[config.mk]
export PLATFORM = sky130hd
export DESIGN_NAME = buffer_unidad_fifo
export DESIGN_NICKNAME = d
export VERILOG_FILES = /design/src/rtl/buffer_unidad_fifo.sv
export SDC_FILE = /design/constraint.sdc
export NUM_CORES = 1
export LEC_CHECK = 0
export BUFFER_PORTS_ARGS = -buffer_cell sky130_fd_sc_hd__buf_2
export CORE_ASPECT_RATIO = 1.2
export CORE_MARGIN = 2
export CORE_UTILIZATION = 25
export CTS_CLUSTER_SIZE = 8
export DETAILED_ROUTE_END_ITERATION = 10
export GPL_TIMING_DRIVEN = 0
export PLACE_DENSITY = 0.39
export REMOVE_ABC_BUFFERS = 1
export SLEW_MARGIN = 10
export SYNTH_ARGS = -nofsm -noshare
export SYNTH_HDL_FRONTEND = slang
export SYNTH_SLANG_ARGS = --single-unit
export TNS_END_PERCENT = 30
[constraint.sdc]
create_clock -name clk -period 5.45 [get_ports clk]
set_clock_uncertainty 0.1 [all_clocks]
set_input_delay 0.545 -clock clk [delete_from_list [all_inputs] [get_ports clk]]
set_output_delay 0.545 -clock clk [all_outputs]
set_load 0.05 [all_outputs]
[src/rtl/buffer_unidad_fifo.sv]
// buffer_unidad_fifo: single-clock circular FIFO used by the row-buffer stage
// of the filter. It holds 8-bit pixel samples and presents the oldest one on
// data_out without a read (first-word-fall-through).
//
// Handshake: a write is accepted on a rising edge when
// write_req & write_en & ~fifo_full. A read (pop) is accepted when
// read_req & read_en & ~fifo_empty. Both conditions use the state from before
// the edge. Requests are level-sampled, so holding one high performs one
// operation per cycle. A rejected request has no effect and raises no error.
// buffer_change pulses for the cycle after any accepted operation.
module buffer_unidad_fifo #(
  parameter int DATA_WIDTH = 8,
  parameter int ADDR_WIDTH = 3
) (
  input  logic                  clk,
  input  logic                  reset,
  input  logic [DATA_WIDTH-1:0] data_in,
  input  logic                  write_req,
  input  logic                  write_en,
  input  logic                  read_req,
  input  logic                  read_en,
  output logic [DATA_WIDTH-1:0] data_out,
  output logic                  fifo_full,
  output logic                  fifo_empty,
  output logic [ADDR_WIDTH-1:0] data_in_buffer,
  output logic                  buffer_change
);

  localparam int DEPTH = 1 << ADDR_WIDTH;
  // One slot stays unused, so the largest count fits exactly in ADDR_WIDTH bits.
  localparam logic [ADDR_WIDTH-1:0] MAX_COUNT = '1;
  localparam logic [ADDR_WIDTH-1:0] PTR_ONE   = ADDR_WIDTH'(1);

  logic [DATA_WIDTH-1:0] mem_q [DEPTH];
  logic [ADDR_WIDTH-1:0] wr_ptr_q, wr_ptr_d;
  logic [ADDR_WIDTH-1:0] rd_ptr_q, rd_ptr_d;
  logic [ADDR_WIDTH-1:0] count_q, count_d;
  logic                  change_q, change_d;
  logic                  wr_acc, rd_acc;

  assign fifo_empty     = (count_q == '0);
  assign fifo_full      = (count_q == MAX_COUNT);
  assign data_in_buffer = count_q;
  assign buffer_change  = change_q;
  assign data_out       = fifo_empty ? '0 : mem_q[rd_ptr_q];

  assign wr_acc = write_req & write_en & ~fifo_full;
  assign rd_acc = read_req  & read_en  & ~fifo_empty;

  // Next-state for the pointers, the occupancy count and the change strobe.
  always_comb begin
    wr_ptr_d = wr_ptr_q;
    rd_ptr_d = rd_ptr_q;
    count_d  = count_q;
    change_d = wr_acc | rd_acc;
    if (wr_acc) wr_ptr_d = wr_ptr_q + PTR_ONE;
    if (rd_acc) rd_ptr_d = rd_ptr_q + PTR_ONE;
    // A simultaneous write and read leaves the count unchanged.
    if (wr_acc && !rd_acc)      count_d = count_q + PTR_ONE;
    else if (rd_acc && !wr_acc) count_d = count_q - PTR_ONE;
  end

  // Control registers with asynchronous reset. Storage is not cleared.
  always_ff @(posedge clk or posedge reset) begin
    if (reset) begin
      wr_ptr_q <= '0;
      rd_ptr_q <= '0;
      count_q  <= '0;
      change_q <= 1'b0;
    end else begin
      wr_ptr_q <= wr_ptr_d;
      rd_ptr_q <= rd_ptr_d;
      count_q  <= count_d;
      change_q <= change_d;
    end
  end

  // Sample storage. Stale words become unreachable after reset.
  always_ff @(posedge clk) begin
    if (wr_acc) mem_q[wr_ptr_q] <= data_in;
  end

endmodule

# Word level (Yosys, flattened, before mapping)
# Memory sizes are Yosys's and may differ from the RTL's.
# Index checks and enable logic that the tools add are counted.
[word_totals]
mem_bits_rw = 64
reg_bits = 10
memories = 1
out_inout_bits = 14
latch_bits = 0
mem_bits_ro = 0
[op_classes]
n_mux = 5
reduce_logical = 6
n_div = 0
add_sub_neg = 4
eq_ne = 1
bitwise_logic = 7
order_cmp = 0
shift = 0
n_mul = 0
[mem_list]
columns = ["name", "depth", "word_bits", "read_ports", "rd_clocked_by_memory_dff", "wr", "line_no", "rtl"]
rows = [
  ["mem_q", 8, 8, 1, 0, 1, "34", "logic [DATA_WIDTH-1:0] mem_q [DEPTH];"],
]
[ops]
columns = ["operator", "n"]
rows = [
  ["$add 3x1->3 const B", 3],
  ["$mux 8", 1],
  ["$mux 3", 2],
  ["$and 1x1->1", 4],
  ["$eq 3x3->1 const B", 1],
  ["$logic_not 3->1", 1],
  ["$sub 3x1->3 const B", 1],
  ["$logic_and 1x1->1", 2],
  ["$logic_not 1->1", 2],
  ["$mux 1", 2],
  ["$not 1->1", 2],
  ["$reduce_bool 2->1", 1],
  ["$or 1x1->1", 1],
]

# Depth between registers and ports, before layout
[logic_depth]
depth_word = 7
depth_mapped = 9
mapped_depth_nobuf = 9

# Worst setup path after synthesis
# OpenSTA, ideal clock, no wires.
[synth_path]
path_kind = "reg2reg"
startpoint = "register count_q[0], in the netlist data_in_buffer[0]"
endpoint = "memory mem_q[0][0] (enable)"
n_path_buf = 0
period_less_slack_ns = 2.367
setup_slack_ns = 3.083
t_arrival_ns = 1.873
path_stages_with_launch = 4
path_cell_list = "dfrtp_1 -> nand3_1 -> nand3_2 -> nor4_1"
[synth_between]
elab_chain_cells = 5
[synth_rtl]
columns = ["element", "line_no", "rtl"]
rows = [
  ["start: declaration", "37", "logic [ADDR_WIDTH-1:0] count_q, count_d;"],
  ["start signal: assignment", "73", "count_q <= count_d;"],
  ["$eq 3x3->1", "42", "assign fifo_full = (count_q == MAX_COUNT);"],
  ["$not 1->1", "47", "assign wr_acc = write_req & write_en & ~fifo_full;"],
  ["$and 1x1->1", "47", ""],
  ["$mux 1", "80", "if (wr_acc) mem_q[wr_ptr_q] <= data_in;"],
  ["$mux 1 (not written as such)", "80", ""],
  ["end: declaration", "34", ""],
]
# Every way passes these cells.

# Final worst setup path
[layout_path]
startpoint = "register rd_ptr_q[0]"
endpoint = "output port data_out[4]"
[layout_between]
elab_chain_cells = 2
[layout_rtl]
columns = ["element", "line_no", "rtl"]
rows = [
  ["start: declaration", "36", "logic [ADDR_WIDTH-1:0] rd_ptr_q, rd_ptr_d;"],
  ["start signal: assignment", "72", "rd_ptr_q <= rd_ptr_d;"],
  ["$mem_v2 8x8", "--", ""],
  ["$mux 8", "45", "assign data_out = fifo_empty ? '0 : mem_q[rd_ptr_q];"],
  ["end: declaration", "22", "output logic [DATA_WIDTH-1:0] data_out,"],
]
# Every way passes these cells.

==> results_dict.tcl <==
set metrics [dict create \
    power.leakage_nw 1.37 \
    clock-sinks 74 \
    reg2reg_path_depth 8 \
    post_drt_via_cell_ratio 4.26 \
    wirelength_mm 6.10 \
    dr.first_iter.drc_count 35 \
    drive_gt1_share_pct 26.2 \
    yosys-top-cells-area "sky130_fd_sc_hd__edfxtp_1 62%, sky130_fd_sc_hd__mux2i_1 10%, sky130_fd_sc_hd__dfrtp_1 8.1%" \
    via_count_of_the_first_global_routing_pass 1611 \
    cts_hold_repair.buffers 0 \
    critPathMaxFanout 8 \
    use_met2_pct 14.7 \
    total_power_mw 2.18 \
    peakVddDrop_mv 0.319 \
    final-hold-violation-count 0 \
    fin_nets 235 \
    yosysWarningCount 0 \
    place_worst_setup_slack_ps 3000 \
    syn2layout_area_growth_pct 20.0 \
    ff2ff_setup_slack_ps 3160 \
    clockRootBuffer "sky130_fd_sc_hd__clkbuf_16" \
    layout_setup_ws_ps 2710 \
    post_cts.repair.setup_buffers 0 \
    rsz0062_at_grt "false" \
    worst_ep_arrival_time_ps 2100 \
    fraction_of_post_synthesis_cell_area_in_the_top_cell_type_by_area_pct 62.4 \
    regToRegStartpoint "data_in_buffer[1]$_DFFE_PP0P_" \
    worstReg2RegEnd "data_in_buffer[2]$_DFFE_PP0P_" \
    groute.layer.met3.usage_pct 2.55 \
    holdCritPathClass "primary input to asynchronous set/reset pin" \
    setup_violations 0 \
    pwr_density_cell_mw_per_mm2 590 \
    globalRouteOverflowTotal 0 \
    tritoncts_clock_tree "built" \
    drc_errors 0 \
    cts_made_buffers 9 \
    drt-pass1-iter-count 4 \
    grt_pass1_wl_mm 9.36 \
    routabilityCongestion 0.639 \
    syn-mean-instance-area_um2 16.9 \
    final.min_clock_period_ps 2740 \
    num_rows 44 \
    worstSkewPairLatency_ps 330 \
    synthCells 182 \
    fillers 1202 \
    status "finished, final reports clean" \
    ys_seq_elements 74 \
    placement.io_buffers 27 \
    die-area_mm2 0.0132 \
    design.portCount 28 \
    data_required_time_of_the_worst_path_ps 4810 \
    seq_area_frac_synth_pct 70.5 \
    grt_usage_pct 9.82 \
    max-clock-path-buffers 2 \
    tightest_slew_ps 911 \
    cts.reportedPaths.clkPinSlew_ps 60 \
    globalRouteMet1Util_pct 13.2 \
    netlist.top_cell.by_area "sky130_fd_sc_hd__edfxtp_1" \
    dr_total_vias 1626 \
    maxCapViolCount 0 \
    post_synth_instance_area_mm2 0.00308 \
    detail_route.wl_per_cell_um 16.0 \
    startpoint_type "register" \
    die_width_um 105 \
    slew_headroom_pct 39.0 \
    total_of_cells_resized_after_clock_tree_synthesis 0 \
    number_of_antenna_violations_at_the_first_check_in_global_routing 0 \
    yosys.cell_types.count 28 \
    initial_standard_cell_utilization_of_the_core_pct 25.5 \
    n_antenna_cell 0 \
    setup.worst_path.class "register to output port" \
    achievable-frequency_ghz 0.365 \
    cts.htree.levels 3 \
    core-area_mm2 0.0121 \
    grt-busiest-layer "met2" \
    dpl.hpwl_mm 3.98 \
    postLayoutCoreUtil_pct 30.6 \
    fin_tns_setup_ps 0 \
    ant_nets 0 \
    fp.dieH_um 126 \
    final_min_period_over_clock_period_pct 50.3 \
    largest_net_degree_at_the_start_of_global_routing 26 \
    timing.final.max_slew_violations 0 \
    endpoint_kind "output port" \
]
-- critical path: stages, from the launching register on --
cell	delay [ps]
sky130_fd_sc_hd__dfrtp_1	440
sky130_fd_sc_hd__nor2b_1	720
sky130_fd_sc_hd__a22oi_1	170
sky130_fd_sc_hd__and3_1	240
sky130_fd_sc_hd__buf_2	210
-- stage by stage --
| step | std cells | area, um2 | hold WS (ps) |
|---|---|---|---|
| 6_report | 382 | 3690 | 94.3 |
| 5_1_grt | 382 | 3690 | 137 |
| 4_1_cts | 382 | 3690 | 102 |
| 3_5_place_dp | 366 | 3400 | 414 |
| 3_3_place_gp | 362 | 3330 | 404 |
| 2_1_floorplan | 174 | 2990 | 285 |
-- synth_stat cells --
| master | count |
|---|---|
| sky130_fd_sc_hd__a22oi_1 | 16 |
| sky130_fd_sc_hd__and2_1 | 1 |
| sky130_fd_sc_hd__and3_1 | 8 |
| sky130_fd_sc_hd__buf_12 | 2 |
| sky130_fd_sc_hd__buf_6 | 3 |
| sky130_fd_sc_hd__clkbuf_1 | 1 |
| sky130_fd_sc_hd__clkbuf_2 | 2 |
| sky130_fd_sc_hd__dfrtp_1 | 10 |
| sky130_fd_sc_hd__edfxtp_1 | 64 |
| sky130_fd_sc_hd__fa_1 | 1 |
| sky130_fd_sc_hd__ha_1 | 4 |
| sky130_fd_sc_hd__inv_1 | 6 |
| sky130_fd_sc_hd__mux2_1 | 1 |
| sky130_fd_sc_hd__mux2_2 | 2 |
| sky130_fd_sc_hd__mux2i_1 | 32 |
| sky130_fd_sc_hd__nand2_1 | 2 |
| sky130_fd_sc_hd__nand2b_1 | 2 |
| sky130_fd_sc_hd__nand3_1 | 1 |
| sky130_fd_sc_hd__nand3_2 | 2 |
| sky130_fd_sc_hd__nand4_1 | 2 |
| sky130_fd_sc_hd__nand4_2 | 1 |
| sky130_fd_sc_hd__nor2_1 | 4 |
| sky130_fd_sc_hd__nor2b_1 | 2 |
| sky130_fd_sc_hd__nor3_1 | 4 |
| sky130_fd_sc_hd__nor4_1 | 1 |
| sky130_fd_sc_hd__or3_4 | 1 |
| sky130_fd_sc_hd__xnor2_1 | 6 |
| sky130_fd_sc_hd__xor2_1 | 1 |
-- flip-flops by register name, indices dropped and copies added, names as in the netlist --
| signal | flops |
|---|---|
| rd_ptr_q | 3 |
| wr_ptr_q | 3 |
| buffer_change | 1 |
| data_in_buffer | 3 |
| mem_q | 64 |
-- cells in the final DEF, fill, tap and decap left out, types with 6 or more instances in the layout --
cell,n
sky130_fd_sc_hd__a22oi_1,16
sky130_fd_sc_hd__and3_1,8
sky130_fd_sc_hd__buf_2,27
sky130_fd_sc_hd__clkbuf_16,9
sky130_fd_sc_hd__dfrtp_1,9
sky130_fd_sc_hd__edfxtp_1,64
sky130_fd_sc_hd__inv_1,6
sky130_fd_sc_hd__mux2i_1,32
sky130_fd_sc_hd__xnor2_1,6
-- kinds of logic after synthesis --
logic type / after synthesis / synth area share (%)
adder cells (fa/ha/maj): 5 / 2.28
AO/OA/AOI/OAI: 16 / 3.90
buffers and inverters: 14 / 3.58
XOR/XNOR: 7 / 1.99
flip-flops: 74 / 70.5
AND/OR/NAND/NOR: 31 / 6.22
multiplexers: 35 / 11.5
-- final cells by class --
| class | instances | area (um2) | share of cell area (%) |
|---|---|---|---|
| sequential | 74 | 2170 | 58.8 |
| multi-input combinational | 94 | 823 | 22.3 |
| clock buffer | 9 | 225 | 6.10 |
| tap | 161 | 201 | 5.45 |
| timing repair buffer | 31 | 178 | 4.81 |
| clock inverter | 7 | 70.1 | 1.90 |
| inverter | 6 | 22.5 | 0.610 |
-- metal layers --
metal | share of wire, % | vias up | wire, um
li1 | - | 773 | -
met1 | 48 | 823 | 2950
met2 | 47 | 22 | 2880
met3 | 2.6 | 8 | 158
met4 | 1.8 | 0 | 108
met5 | 0 | - | 0
-- worst max path at each step --
stage,depth (start not counted),startpoint,to,slack (ps)
finish,4,rd_ptr_q[0]$_DFFE_PP0P_,data_out[4],2710
global route,4,rd_ptr_q[0]$_DFFE_PP0P_,data_out[5],2540
CTS,4,rd_ptr_q[0]$_DFFE_PP0P_,data_out[0],2640
detailed placement,4,rd_ptr_q[0]$_DFFE_PP0P_,data_out[0],3000
global placement,4,rd_ptr_q[1]$_DFFE_PP0P_,data_out[5],2150
floorplan,3,rd_ptr_q[1]$_DFFE_PP0P_,data_out[6],2720
-- power breakdown --
part           leakage, nW  switching [mW]  internal (mW)  total, mW
Combinational        0.525           0.556          0.270      0.827
Clock                0.147           0.225          0.353      0.579
Sequential           0.695          0.0832          0.692      0.775
(Power assumes the default switching activity.)
